`src/rtl/alu_shift_seq.sv`:
```
// Bit-serial SHL/SHR/SAR shifter with valid/ready request and response handshakes.
// Optional ROL/ROR support is enabled by defining ALU_SHIFT_ROTATE_EN.
module alu_shift_seq #(
  parameter int WIDTH = 32
) (
  input  logic             clk,
  input  logic             rst,
  input  logic             in_valid,
  output logic             in_ready,
  input  logic [WIDTH-1:0] A,
  input  logic [WIDTH-1:0] B,
  input  logic [4:0]       Opcode,
  output logic             out_valid,
  input  logic             out_ready,
  output logic [WIDTH-1:0] Result,
  output logic [3:0]       Flags,
  output logic             err
);
  localparam int SW = $clog2(WIDTH);

  localparam logic [4:0] OP_SHL = 5'b01000;
  localparam logic [4:0] OP_SHR = 5'b01001;
  localparam logic [4:0] OP_SAR = 5'b01010;
`ifdef ALU_SHIFT_ROTATE_EN
  localparam logic [4:0] OP_ROL = 5'b01011;
  localparam logic [4:0] OP_ROR = 5'b01100;
`endif

  typedef enum logic [1:0] {IDLE, SHIFT, DONE} state_t;

  state_t          state, state_nx;
  logic [4:0]      op;
  logic [SW-1:0]   count;
  logic            c_q, v_q;
  logic            accept, req_sup, req_zero, last_step;
  logic [WIDTH-1:0] step_val;
  logic            step_c, step_v;
  logic            unused_b;

  function automatic logic supported(input logic [4:0] o);
`ifdef ALU_SHIFT_ROTATE_EN
    return (o == OP_SHL) || (o == OP_SHR) || (o == OP_SAR) || (o == OP_ROL) || (o == OP_ROR);
`else
    return (o == OP_SHL) || (o == OP_SHR) || (o == OP_SAR);
`endif
  endfunction

  assign unused_b  = ^B[WIDTH-1:SW];
  assign in_ready  = (state == IDLE) && !rst;
  assign out_valid = (state == DONE);
  assign accept    = in_valid && in_ready;
  assign req_sup   = supported(Opcode);
  assign req_zero  = (B[SW-1:0] == '0);
  assign last_step = (count == SW'(1));

  // One-bit step on the working value; V only accumulates for SHL.
  always_comb begin
    step_val = Result;
    step_c   = c_q;
    step_v   = v_q;
    case (op)
      OP_SHL: begin
        step_val = {Result[WIDTH-2:0], 1'b0};
        step_c   = Result[WIDTH-1];
        step_v   = v_q | (Result[WIDTH-1] ^ Result[WIDTH-2]);
      end
      OP_SHR: begin
        step_val = {1'b0, Result[WIDTH-1:1]};
        step_c   = Result[0];
      end
      OP_SAR: begin
        step_val = {Result[WIDTH-1], Result[WIDTH-1:1]};
        step_c   = Result[0];
      end
`ifdef ALU_SHIFT_ROTATE_EN
      OP_ROL: begin
        step_val = {Result[WIDTH-2:0], Result[WIDTH-1]};
        step_c   = Result[WIDTH-1];
      end
      OP_ROR: begin
        step_val = {Result[0], Result[WIDTH-1:1]};
        step_c   = Result[0];
      end
`endif
      default: ;
    endcase
  end

  always_ff @(posedge clk or posedge rst) begin
    if (rst) state <= IDLE;
    else     state <= state_nx;
  end

  always_comb begin
    state_nx = state;
    case (state)
      IDLE:    if (accept) state_nx = (req_zero || !req_sup) ? DONE : SHIFT;
      SHIFT:   if (last_step) state_nx = DONE;
      DONE:    if (out_ready) state_nx = IDLE;
      default: state_nx = IDLE;
    endcase
  end

  always_ff @(posedge clk or posedge rst) begin
    if (rst) begin
      Result <= '0;
      Flags  <= 4'b0000;
      err    <= 1'b0;
      count  <= '0;
      op     <= '0;
      c_q    <= 1'b0;
      v_q    <= 1'b0;
    end else begin
      case (state)
        IDLE: if (accept) begin
          Result <= A;
          op     <= Opcode;
          count  <= B[SW-1:0];
          c_q    <= 1'b0;
          v_q    <= 1'b0;
          err    <= !req_sup;
          // No shift will run: flags come straight from the operand.
          if (req_zero || !req_sup) Flags <= {2'b00, A[WIDTH-1], A == '0};
        end
        SHIFT: begin
          Result <= step_val;
          c_q    <= step_c;
          v_q    <= step_v;
          count  <= count - SW'(1);
          if (last_step) Flags <= {step_v, step_c, step_val[WIDTH-1], step_val == '0};
        end
        default: ;
      endcase
    end
  end
endmodule

```
`config.mk`:
```
export PLATFORM = sky130hd
export DESIGN_NAME = alu_shift_seq
export DESIGN_NICKNAME = d
export VERILOG_FILES = /design/src/rtl/alu_shift_seq.sv
export SDC_FILE = /design/constraint.sdc
export NUM_CORES = 1
export LEC_CHECK = 0
export BUFFER_PORTS_ARGS = -buffer_cell sky130_fd_sc_hd__buf_2
export CORE_AREA = 10 10 98 100
export CTS_CLUSTER_DIAMETER = 100
export DETAILED_ROUTE_END_ITERATION = 7
export DIE_AREA = 0 0 108 110
export HOLD_SLACK_MARGIN = 0.1
export PLACE_DENSITY = 0.81
export SYNTH_ARGS = -nofsm -noshare
export SYNTH_HDL_FRONTEND = slang
export SYNTH_SLANG_ARGS = --single-unit
export TNS_END_PERCENT = 100
```
`constraint.sdc`:
```
create_clock -name clk -period 2 [get_ports clk]
set_input_delay 0.1 -clock clk [delete_from_list [all_inputs] [get_ports clk]]
set_output_delay 0.1 -clock clk [all_outputs]
set_load 0.005 [all_outputs]
```
# Word-level counts from Yosys, hierarchy flattened
# Index checks and enable logic that the tools add are counted.
[op_classes] add_sub_neg=1 eq_ne=13 n_mux=19 n_bitwise=2 reduce_logical=17
[op_table] operator="$pmux 32 s3" count=1
[op_table] operator="$logic_not 32->1" count=2
[op_table] operator="$pmux 32 s2" count=1
[op_table] operator="$mux 32" count=1
[op_table] operator="$eq 5x4->1 const B" count=6
[op_table] operator="$mux 4" count=3
[op_table] operator="$pmux 5 s2" count=1
[op_table] operator="$mux 2" count=4
[op_table] operator="$pmux 4 s2" count=1
[op_table] operator="$pmux 1 s2" count=3
[op_table] operator="$pmux 2 s3" count=1
[op_table] operator="$eq 5x1->1 const B" count=1
[op_table] operator="$logic_not 5->1" count=1
[op_table] operator="$mux 5" count=1
[op_table] operator="$sub 5x1->5 const B" count=1
[op_table] operator="$ne 2x1->1 const B" count=2
[op_table] operator="$ne 2x2->1 const B" count=2
[op_table] operator="$reduce_and 2->1" count=2
[op_table] operator="$reduce_and 4->1" count=1
[op_table] operator="$logic_or 1x1->1" count=3
[op_table] operator="$reduce_and 3->1" count=1
[op_table] operator="$eq 2x1->1 const B" count=1
[op_table] operator="$eq 2x2->1 const B" count=1
[op_table] operator="$logic_and 1x1->1" count=2
[op_table] operator="7 further kinds" count=9
[word_totals] register_bits=51 in_bits=73 out_inout_bits=39 elab_cells=60

# Depth between registers and ports, before layout
[logic_depth] depth_word=8 ltp_mapped=10 mapped_depth_nobuf=8

# Least setup slack after synthesis
# OpenSTA, ideal clock, no wires.
[synth_timing] path_type="register to register" start="reg op[0]" end="reg Flags[0]" setup_ns=0.076 arrival_ns=1.889 required_time_ns=1.924 slack_ns=0.035 stages_incl_launch_ff=11 n_path_buf=3 period_less_slack_ns=1.965 cell_sequence="dfrtp_1 -> buf_6 -> or4b_4 -> buf_6 -> buf_6 -> o22ai_1 -> a21o_1 -> nand2_1 -> nor3b_2 -> o2111ai_1 -> o21ai_1"
[synth_via] elab_chain_cells=5 elab_cells_between_ends=7 cone_classes="3 x eq/ne; 3 x mux; 1 x reduce/logical"
[synth_lines] item="start: declaration" line_no="32" source="logic [4:0] op;"
[synth_lines] item="start signal: assignment" line_no="117" source="op <= Opcode;"
[synth_lines] item="$eq 5x4->1" line_no="61" source="case (op)"
[synth_lines] item="$pmux 32 s3 *" line_no="61"
[synth_lines] item="$logic_not 32->1 *" line_no="130" source="if (last_step) Flags <= {step_v, step_c, step_val[WIDTH-1], step_val == '0};"
[synth_lines] item="$mux 4 *" line_no="130"
[synth_lines] item="$pmux 4 s2 *" line_no="114" source="case (state)"
[synth_lines] item="end signal: assignment" line_no="123" source="if (req_zero || !req_sup) Flags <= {2'b00, A[WIDTH-1], A == '0};"
[synth_lines] item="end signal: assignment" line_no="130"
[synth_lines] item="end: declaration" line_no="16" source="output logic [3:0] Flags,"
# Mark *: on every way between the ends. The rest lies on a longest branch, timed or not. The select of a mux whose other input is x is not followed.
# A chain may end at the register's enable or synchronous reset.

# Worst setup path after layout
[layout_timing] start="reg Result[5]" end="reg Flags[0]"
[layout_via] elab_chain_cells=4
[layout_lines] item="start: declaration" line_no="15" source="output logic [WIDTH-1:0] Result,"
[layout_lines] item="start signal: assignment" line_no="126" source="Result <= step_val;"
[layout_lines] item="$pmux 32 s3" line_no="61"
[layout_lines] item="$logic_not 32->1" line_no="130"
[layout_lines] item="$mux 4" line_no="130"
[layout_lines] item="$pmux 4 s2" line_no="114"
# No other way between the ends. The select of a mux whose other input is x is not followed.

==> impl_metrics.tcl <==
set metrics [dict create \
    avgRoutedWirePerCell_um 19.1 \
    vias 4317 \
    tritoncts_num_sinks 51 \
    layout_min_cycle_time_ns 2.14 \
    final.setup_skew_ns 0.0127 \
    leakage_nw 2.28 \
    globalRoute.totalOverflow 0 \
    fin_nets 680 \
    finalNonFillerCells 708 \
    cts_tree "done" \
    setup.worst_path.start_class "register" \
    peak_per_stage_delay_on_the_critical_path_ns 0.57 \
    core_area_um2 7650 \
    worst_slack_ns -0.142 \
    violations_in_the_final_reports "setup timing" \
    path_max_fanout 2 \
    synth_cell_type_count 52 \
    crit_path_top_delay_cell "or4_1" \
    max_freq_ghz 0.467 \
    number_of_global_route_vias_before_repair 4171 \
    synthArstFlopShare 1.00 \
    holdPathStages 3 \
    timing.slew.headroom 0.461 \
    die_width_um 108 \
    h_tree_lvl_count 2 \
    share_of_the_synthesized_area_in_the_top_cell_type 0.373 \
    pin_count_of_the_biggest_net_entering_global_routing 49 \
    drtPass1Iterations 5 \
    postRouteWirelength_um 13500 \
    drt_drc_violations_left 0 \
    vdd.ir_drop.worst_mv 0.647 \
    p_per_area_nw_per_um2 1470 \
    ant_nets 0 \
    viasPerCell 6.10 \
    gpl.final_weighted_congestion 0.940 \
    synth.area.top_cells "dfrtp_1 37%, nand2_1 10%, o22ai_1 7.1%, nor2_1 5.7%, a21oi_1 5.6%" \
    postSynthRegisterBits 51 \
    reg2regPathDepth 6 \
    synth_cells 446 \
    synth_fp_nets 521 \
    dp_cells 651 \
    worst_hold_path_type "primary input to register" \
    layout-drive-gt1-share 0.340 \
    gr-usage-all-layers 0.214 \
    cts_buffers 5 \
    ys.warnings.count 0 \
    grt_pass1_wl_um 20900 \
    tightestPinTransition_ns 0.808 \
    synth_top_cells_by_count "92 x nand2_1, 52 x nor2_1, 51 x dfrtp_1, 39 x o22ai_1, 38 x a21oi_1" \
    endpoint_arrival_time_on_the_critical_path_ns 2.39 \
    core.rowCount 32 \
    buffer_ports.inserted 84 \
    max_cap_check_violation_count 0 \
    syn_to_final_growth_pct 49.0 \
    timing.final.setup_violations 2 \
    timing_worst_setup_path_type "register to register" \
    clock-root-buffer "clkbuf_8" \
    detail_route.iter0.violations 537 \
    synthDominantAreaCellType "dfrtp_1" \
    max-clock-path-buffers 2 \
    clk_latency_ns 0.31 \
    floorplan.initialDensity 0.447 \
    design_power_total_mw 7.47 \
    report.final.hold_viol_count 0 \
    outcome "finished, violations left" \
    layout_worst_path_cycle_share 1.07 \
    detailed_place_hpwl_um 8400 \
    antenna_found_initial 0 \
    post_synth_instance_area_um2 3420 \
    synth-edff-count 0 \
    endpoint_kind "register" \
    synthMostInstantiatedCell "nand2_1" \
    fp.dieArea_um2 11900 \
    critical_path.most_common_cell "o21ai_1" \
    pin_count 112 \
    grt_setup_unrepaired "yes" \
    synth_seq_area_share 0.373 \
    ys_flop_type "dfrtp_1" \
    die_h_um 110 \
    critical_path.cell_chain "or4_1 > o21ai_1 > o31ai_1 > a2111oi_0 > nand4_1 > o21ai_1" \
    report.final.slew_viol_count 0 \
    clk_pin_slew_ns 0.10 \
    syn_area_per_cell_um2 7.66 \
    critPathRequiredTime_ns 2.24 \
    num_antenna_cells 0 \
]
## cell type report
class | instances | area (um2)
fillers | 582 | 2550
repair buffers | 188 | 1360
clock buffers | 6 | 72.6
flip-flops and latches | 51 | 1280
clock inverters | 2 | 60.1
inverters | 8 | 33.8
well taps | 102 | 128
multi-input cells | 351 | 2170
## cells in the final DEF, fill, tap and decap left out, types with 3 or more instances in the layout
cell type | netlist | routed
nand2_1 | 92 | 92
buf_2 | 5 | 84
buf_4 | 0 | 58
dfrtp_1 | 51 | 50
nor2_1 | 52 | 50
dlygate4sd3_1 | 0 | 39
a21oi_1 | 38 | 31
a31oi_1 | 27 | 27
o22ai_1 | 39 | 26
o21ai_0 | 12 | 12
o22ai_2 | 2 | 10
nor4_1 | 10 | 9
mux2_1 | 7 | 7
mux2_2 | 6 | 6
a21oi_2 | 1 | 6
nor3_1 | 6 | 6
inv_1 | 8 | 6
o22ai_4 | 0 | 5
nand3_1 | 5 | 5
clkbuf_8 | 0 | 5
o21ai_1 | 4 | 4
and3_1 | 5 | 4
o31ai_1 | 4 | 3
nand4_1 | 3 | 3
buf_12 | 0 | 3
buf_6 | 4 | 3
## registers in the layout, summed over array words and instances (netlist names)
| register | cells |
|---|---|
| state | 2 |
| Flags | 4 |
| op | 5 |
| count | 5 |
| v_q | 1 |
| err | 1 |
| Result | 32 |
| c_q | 1 |
## power breakdown
part | internal, mW | switching, mW | total [mW]
Clock | 0.501 | 0.367 | 0.868
Sequential | 1.45 | 0.709 | 2.16
Combinational | 2.22 | 2.22 | 4.44
## repair_timing
| item | in CTS | in global routing |
|---|---|---|
| hold buffers | 39 | 0 |
| endpoints found under the hold margin | 72 | 0 |
| endpoints found under the setup margin | 2 | 12 |
| buffers inserted | 6 | 4 |
| pin swaps | 9 | 14 |
| gates resized for setup | 26 | 23 |
## stage by stage
stage | hold slack, ns | util | worst slack [ns] | TNS (ns) | cell area [um2]
2_1_floorplan | 0.205 | - | 0.0349 | 0 | 3420
3_3_place_gp | 0.292 | 0.554 | -0.0880 | -0.0880 | 4240
3_5_place_dp | 0.300 | 0.554 | -0.155 | -0.213 | 4240
4_1_cts | 0.108 | 0.645 | -0.0440 | -0.0440 | 4930
5_1_grt | 0.145 | 0.666 | -0.242 | -0.407 | 5090
6_report | 0.106 | 0.666 | -0.142 | -0.208 | 5090
## per-layer routing
metal / routed length (um) / vias up / GRT usage
met5: 0 / - / 0
met4: 649 / 0 / 0.106
met3: 1440 / 64 / 0.0505
met2: 6330 / 320 / 0.348
met1: 5090 / 1987 / 0.263
li1: - / 1946 / -
## logic make-up after synthesis
group | synth area share
adder cells (fa/ha/maj) | 0.00732
multiplexers | 0.0428
buffers and inverters | 0.0589
AND/OR/NAND/NOR | 0.253
XOR/XNOR | 0.00513
flip-flops | 0.373
AO/OA/AOI/OAI | 0.260
## critical path, delay by kind of cell (launching register included)
family	cells	cell delay (ns)
compound gates	4	0.96
flops	1	0.39
simple gates	2	0.73
## path summary, 6_finish.rpt
kind                            startpoint        end  slack [ns]
min in group asynchronous              rst   state[0]        0.49
worst max register to register   Result[5]   Flags[0]       -0.14
worst max-delay path             Result[5]   Flags[0]       -0.14
max in group asynchronous              rst  Result[8]        0.85
worst min-delay path                  B[3]   count[3]        0.11
worst min register to register         err        err        0.49
No activity file was read; power rests on OpenSTA's default activity.
